--- src/rtl/alu_pkg.sv ---
// Shared types for the ALU result stage: width, opcode tags, skid FSM states, flag bundle.
package alu_pkg;

  localparam int ALU_WIDTH = 32;

  typedef enum logic [1:0] {
    OP_AND = 2'd0,
    OP_OR  = 2'd1,
    OP_XOR = 2'd2,
    OP_ADD = 2'd3
  } alu_op_e;

  typedef enum logic [1:0] {
    ST_EMPTY = 2'd0,
    ST_ONE   = 2'd1,
    ST_TWO   = 2'd2
  } skid_state_e;

  typedef struct packed {
    logic zero;
    logic neg;
    logic parity;
  } alu_flags_t;

endpackage

--- src/rtl/alu_result_stage_flag_gen.sv ---
// Combinational zero/negative/parity flags for one ALU result.
// Parity is only computed when ALU_RESULT_PARITY_EN is defined; otherwise it is tied low.
module alu_flag_gen
  import alu_pkg::*;
#(
  parameter int WIDTH = ALU_WIDTH
) (
  input  logic [WIDTH-1:0] result,
  output alu_flags_t       flags
);

  always_comb begin
    flags      = '0;
    flags.zero = (result == '0);
    flags.neg  = result[WIDTH-1];
`ifdef ALU_RESULT_PARITY_EN
    flags.parity = ^result;
`else
    flags.parity = 1'b0;
`endif
  end

endmodule

--- src/rtl/alu_result_stage.sv ---
// Registered ALU result stage with 2-entry skid buffer and delivered-result counter.
// Optional ALU_RESULT_PARITY_EN adds a stored parity flag driven on out_parity.
//
// state    | meaning
// ST_EMPTY | nothing held, out_valid low
// ST_ONE   | main register full, skid empty
// ST_TWO   | main and skid full, in_ready low
module alu_result_stage
  import alu_pkg::*;
#(
  parameter int WIDTH = ALU_WIDTH,
  parameter int CNT_W = 16
) (
  input  logic             clk,
  input  logic             rst_n,
  input  logic             in_valid,
  output logic             in_ready,
  input  logic [WIDTH-1:0] in_result,
  input  logic [1:0]       in_op,
  output logic             out_valid,
  input  logic             out_ready,
  output logic [WIDTH-1:0] out_result,
  output logic [1:0]       out_op,
  output logic             out_zero,
  output logic             out_neg,
`ifdef ALU_RESULT_PARITY_EN
  output logic             out_parity,
`endif
  output logic [CNT_W-1:0] xfer_count
);

  skid_state_e      state;
  alu_flags_t       in_flags;
  logic             in_acc;
  logic             out_xfer;
  logic [WIDTH-1:0] skid_result;
  logic [1:0]       skid_op;
  logic             skid_zero;
  logic             skid_neg;
`ifdef ALU_RESULT_PARITY_EN
  logic             skid_parity;
`else
  logic             unused_parity;
  assign unused_parity = in_flags.parity;
`endif

  alu_flag_gen #(.WIDTH(WIDTH)) u_flag_gen (
    .result (in_result),
    .flags  (in_flags)
  );

  assign in_acc   = in_valid && in_ready;
  assign out_xfer = out_valid && out_ready;

  always_ff @(posedge clk) begin
    if (!rst_n) begin
      state       <= ST_EMPTY;
      in_ready    <= 1'b1;
      out_valid   <= 1'b0;
      out_result  <= '0;
      out_op      <= '0;
      out_zero    <= 1'b1;
      out_neg     <= 1'b0;
      skid_result <= '0;
      skid_op     <= '0;
      skid_zero   <= 1'b1;
      skid_neg    <= 1'b0;
`ifdef ALU_RESULT_PARITY_EN
      out_parity  <= 1'b0;
      skid_parity <= 1'b0;
`endif
      xfer_count  <= '0;
    end else begin
      if (out_xfer) xfer_count <= xfer_count + 1'b1;

      case (state)
        ST_EMPTY: begin
          if (in_acc) begin
            out_result <= in_result;
            out_op     <= in_op;
            out_zero   <= in_flags.zero;
            out_neg    <= in_flags.neg;
`ifdef ALU_RESULT_PARITY_EN
            out_parity <= in_flags.parity;
`endif
            out_valid  <= 1'b1;
            state      <= ST_ONE;
          end
        end
        ST_ONE: begin
          if (in_acc && out_xfer) begin
            out_result <= in_result;
            out_op     <= in_op;
            out_zero   <= in_flags.zero;
            out_neg    <= in_flags.neg;
`ifdef ALU_RESULT_PARITY_EN
            out_parity <= in_flags.parity;
`endif
          end else if (in_acc) begin
            skid_result <= in_result;
            skid_op     <= in_op;
            skid_zero   <= in_flags.zero;
            skid_neg    <= in_flags.neg;
`ifdef ALU_RESULT_PARITY_EN
            skid_parity <= in_flags.parity;
`endif
            in_ready    <= 1'b0;
            state       <= ST_TWO;
          end else if (out_xfer) begin
            out_valid <= 1'b0;
            state     <= ST_EMPTY;
          end
        end
        ST_TWO: begin
          // in_ready is low here, so only the drain into main can happen
          if (out_xfer) begin
            out_result <= skid_result;
            out_op     <= skid_op;
            out_zero   <= skid_zero;
            out_neg    <= skid_neg;
`ifdef ALU_RESULT_PARITY_EN
            out_parity <= skid_parity;
`endif
            in_ready   <= 1'b1;
            state      <= ST_ONE;
          end
        end
        default: begin
          state     <= ST_EMPTY;
          in_ready  <= 1'b1;
          out_valid <= 1'b0;
        end
      endcase
    end
  end

endmodule

--- config.mk ---
export PLATFORM = sky130hd
export DESIGN_NAME = alu_result_stage
export DESIGN_NICKNAME = d
export VERILOG_FILES = /design/src/rtl/alu_pkg.sv /design/src/rtl/alu_result_stage_flag_gen.sv /design/src/rtl/alu_result_stage.sv
export SDC_FILE = /design/constraint.sdc
export NUM_CORES = 1
export LEC_CHECK = 0
export BUFFER_PORTS_ARGS = -buffer_cell sky130_fd_sc_hd__clkbuf_2
export CAP_MARGIN = 20
export CORE_AREA = 2 2 103 105
export CTS_CLUSTER_SIZE = 24
export DETAILED_ROUTE_END_ITERATION = 10
export DIE_AREA = 0 0 105 107
export GPL_TIMING_DRIVEN = 0
export PLACE_DENSITY = 0.69
export SLEW_MARGIN = 20
export SYNTH_ARGS = -nofsm -noshare
export SYNTH_HDL_FRONTEND = slang
export SYNTH_SLANG_ARGS = --single-unit
--- constraint.sdc ---
create_clock -name clk -period 1.5 [get_ports clk]
set_input_delay 0.075 -clock clk [delete_from_list [all_inputs] [get_ports clk]]
set_output_delay 0.075 -clock clk [all_outputs]
set_load 0.01 [all_outputs]
# Yosys cells after proc, flatten, opt, wreduce, memory -nomap -nowiden
# Index checks and enable logic that the tools add are counted.
# classes
add_sub_neg	1
eq_ne	10
n_mux	31
bitwise	3
reduce_logical	11
# op_table
operator	count
2-to-1 mux 32 bit	3
case mux 32 bit (3 select lines)	1
logical NOT 32 bit	1
adder 16 x 1 -> 16 bit, second input constant	1
2-to-1 mux 2 bit	8
inequality test 2 bit, second input constant	7
2-to-1 mux 1 bit	13
case mux 1 bit (3 select lines)	4
case mux 2 bit (3 select lines)	2
AND reduction 4 bit	3
AND reduction 5 bit	1
logical AND 1 bit	3
inequality test 3 bit, second input constant	1
inverter 1 bit	3
AND reduction 3 bit	1
nonzero test 3 bit	1
== test 2 x 1 -> 1 bit, second input constant	1
== test 2 bit, second input constant	1
logical NOT 2 bit	1
# word_totals
reg_bits	92
in_bits	38
out_inout_bits	54
elab_cells	68

# Logic depth before layout (Yosys ltp)
# depth
depth_word	5
mapped_depth	7
mapped_depth_nobuf	5

# Modules after synthesis
# From an unflattened synthesis, not the netlist that was laid out.
# hier_totals
cells_unflattened	437
area_unflattened_um2	3836.2
# modules_own_cells
module	n_inst	cells_per_inst	area_per_inst_um2	seq_area_each_um2
alu_result_stage	1	423	3744.8	1841.8
alu_flag_gen	1	14	91.3	0.0

# Least setup slack after synthesis
# OpenSTA, ideal clock, no wires.
# synth_timing
path_type	register -> register
from	register out_valid
to	register out_result[12]
setup_ns	0.146
arrival_ns	1.369
required_ns	1.354
setup_slack_ns	-0.016
stages_incl_launch_ff	6
path_buffers	2
synth_period_minus_slack_ns	1.516
cell_sequence	dfxtp_1 a21boi_2 o32ai_4 buf_6 buf_6 a211oi_2
# synth_between
elab_chain_len	4
word_cells_on_any_way	5
classes_between	2 x eq/ne; 3 x reduce/logical
# synth_lines
item	line	text
from (decl)	alu_result_stage.sv:20	output logic out_valid,
from (signal assigned)	alu_result_stage.sv:59	out_valid <= 1'b0;
from (signal assigned)	alu_result_stage.sv:86	out_valid <= 1'b1;
from (signal assigned)	alu_result_stage.sv:110	out_valid <= 1'b0;
logical AND 1 bit (*)	alu_result_stage.sv:53	assign out_xfer = out_valid && out_ready;
logical AND 1 bit	alu_result_stage.sv:91	if (in_acc && out_xfer) begin
inequality test 2 bit (no line)	-	
AND reduction 4 bit (no line) (*)	-	
to (signal assigned)	alu_result_stage.sv:79	out_result <= in_result;
to (signal assigned)	alu_result_stage.sv:92	out_result <= in_result;
to (signal assigned)	alu_result_stage.sv:117	out_result <= skid_result;
to (decl)	alu_result_stage.sv:22	output logic [WIDTH-1:0] out_result,
# Mark *: on every way between the ends. The rest lies on a longest branch, timed or not.
# A chain may end at the register's enable or synchronous reset.

# Worst setup path in the final report
# layout_timing
from	register state[0]
to	register out_result[30]
# layout_between
elab_chain_len	3
word_cells_on_any_way	9
classes_between	5 x eq/ne; 1 x mux; 3 x reduce/logical
# layout_lines
item	line	text
from (decl)	alu_result_stage.sv:32	skid_state_e state;
from (signal assigned)	alu_result_stage.sv:57	state <= ST_EMPTY;
from (signal assigned)	alu_result_stage.sv:87	state <= ST_ONE;
from (signal assigned)	alu_result_stage.sv:108	state <= ST_TWO;
== test 2 x 1 -> 1 bit, or another cell as far along	alu_result_stage.sv:76	case (state)
inequality test 2 bit (no line) or nonzero test 3 bit (tied branches)	-	
AND reduction 4 bit (no line)	-	
# Several ways; a longest one is shown, not always the timed one.

==> results.toml <==
[status]
status = "finished, final reports clean"

[cts]
clock_sinks = 90
cts_tree = "done"
cts-root-buf = "clkbuf_8"
numCtsBuffers = 9
clockBufferDepth = 2
clk-insertion-delay-late_ns = 0.37
clkTransAtPathRegs_ns = 0.09
htree_levels = 3

[place]
numPortBuffers = 91
dp_cells = 655
preCtsSetupSlack_ns = -0.192
hpwl_mm = 7.40
gp_congestion = 0.784

[timing]
fin_tns_setup_ns = 0
finClkSkew_ns = 0.0132
worstMarginPinSlew_ns = 0.777
rsz0062_at_grt = "yes"
slew_violations = 0
fin_crit_ns = 1.49
fmax_ghz = 0.671
fin_crit_sh = 0.993
hold_viol = 0
finalSetupViolCount = 0
fin_ws_ns = 0.00975
max_slew_margin = 0.482

[setup_path]
worst_ep_required_time_ns = 1.78
critPathMaxFanout = 6
setup.worst_path.end_class = "register"
worstSetupStartpointType = "register"
crit_type = "register to register"
cp.arrival_ns = 1.77

[logic_synthesis]
synth.net_count = 467
synth_area_per_cell_um2 = 9.21
synth_top_area_share = 0.457
ys_top_cells_by_count = "dfxtp_1, nand2_1, nor2_1"
synth_edf_count = 0
yosys.area.top_type = "dfxtp_1"
ys_seq_elements = 90
synth.area.top_cells = "dfxtp_1, a211oi_2, mux2i_1"
async_flop_share = 0
yosysUniqueCellTypes = 37
yosysMostFrequentCell = "dfxtp_1"
syn_area_um2 = 3940
synth_cells = 428
ys.flop_type = "dfxtp_1"
ys_seq_area_frac = 0.457
ys_warn_count = 0

[cells_and_area]
diodes = 0
final_cells = 715
fillers = 909
drive_above_1_share = 0.356
syn2layout_area_growth_pct = 38.2
nets = 614

[drt]
viasPerCell = 5.09
via_count = 3639
drt_iter0_drc = 161
antenna_left = 0
wirelength_mm = 10.9
wl_per_cell_um = 15.2
drc = 0
drt_pass1_iterations = 4

[run]
max-cap-violations = 0

[pwr]
p_leak_nw = 2.28
max-vdd-ir-drop_mv = 0.635
p_per_area_nw_per_um2 = 1140

[floorplanning]
die_w_um = 105
std_cell_rows = 37
initial_utilization = 0.391
ios = 92
fp.dieH_um = 107
coreArea_um2 = 10100
dieArea_um2 = 11200

[global_route]
antenna_found_initial = 0
grt_max_degree = 15
track_usage = 0.186
grt_pass1_wl_mm = 16.7
grt_pass1_vias = 3450
globalRoute.totalOverflow = 0

[min_path]
hold_class = "input pin to register"
layout by cell type, fill, tap and decap left out, types with 6 or more instances in the layout:
cell / n
a211oi_2: 34
a21oi_1: 37
buf_4: 16
buf_6: 7
clkbuf_1: 11
clkbuf_2: 91
clkbuf_8: 9
dfxtp_1: 84
dlygate4sd3_1: 35
mux2i_1: 37
nand2_1: 81
nand4_1: 6
nor2_1: 37
nor2_2: 11
nor4_2: 8
xnor2_1: 9
critical path: stages (launching register included):
cell	delay (ns)
dfxtp_4	0.37
a21boi_4	0.16
o32ai_4	0.34
buf_6	0.21
buf_8	0.14
nor2_4	0.04
a211oi_2	0.15
per-stage QoR:
step / hold WS (ns) / total power [mW] / utilization / instance area, um2
after floorplan: 0.151 / 3.84 / - / 3950
after detailed placement: 0.330 / 4.34 / 0.453 / 4570
after global routing: 0.0453 / 6.49 / 0.540 / 5450
after CTS: 0.0301 / 6.05 / 0.513 / 5180
final: 0.0409 / 6.21 / 0.540 / 5450
after global placement: 0.313 / 4.28 / 0.453 / 4570
cell families after synthesis:
| logic type | Yosys count | synth area share |
|---|---|---|
| and+or+nand+nor | 170 | 0.184 |
| DFF | 90 | 0.457 |
| AOI/OAI and AO/OA | 85 | 0.185 |
| muxes | 37 | 0.0939 |
| buffers and inverters | 33 | 0.0501 |
| xor gates and xnor gates | 12 | 0.0267 |
| adders and majority gates | 1 | 0.00317 |
path summary, 6_finish.rpt:
check,start,endpoint,slack (ns),cells past startpoint
min reg2reg,skid_result[21],skid_result[21],0.46,2
min,rst_n,xfer_count[13],0.04,3
max,state[0],out_result[30],0.01,6
max reg2reg,state[0],out_result[30],0.01,6
metal layers:
metal | track usage | wire, um | up-vias
met5 | 0 | 0 | -
met4 | 0.0590 | 144 | 0
met3 | 0.0383 | 495 | 12
met2 | 0.324 | 5410 | 101
met1 | 0.229 | 4830 | 1750
li1 | - | - | 1776
where the power goes:
part / switching [mW] / internal (mW) / total (mW) / leakage [nW]
Sequential: 0.183 / 2.65 / 2.83 / 0.739
Combinational: 0.943 / 0.815 / 1.76 / 1.45
Clock: 0.859 / 0.759 / 1.62 / 0.0921
flip-flops by register name, indices dropped and copies added, names as in the netlist:
signal       flops
out_op           2
skid_result     32
in_ready         1
out_valid        1
out_result      32
xfer_count      16
state            2
skid_zero        1
out_zero         1
skid_op          2
timing repair:
action	CTS	global route
pin swaps	2	26
hold buffers	35	0
cloned	0	3
resized for setup	19	52
hold endpoints to repair	36	0
setup buffers	3	6
setup endpoints to repair	71	65
layout make-up:
cell class,count,area (um2),area share
Multi-Input combinational cell,305,2100,0.385
Sequential cell,90,1820,0.334
Timing Repair Buffer,137,927,0.170
Buffer,29,240,0.0441
Tap cell,136,170,0.0312
Clock buffer,10,128,0.0234
Clock inverter,5,56.3,0.0103
Inverter,3,11.3,0.00207
(Power assumes the default switching activity.)
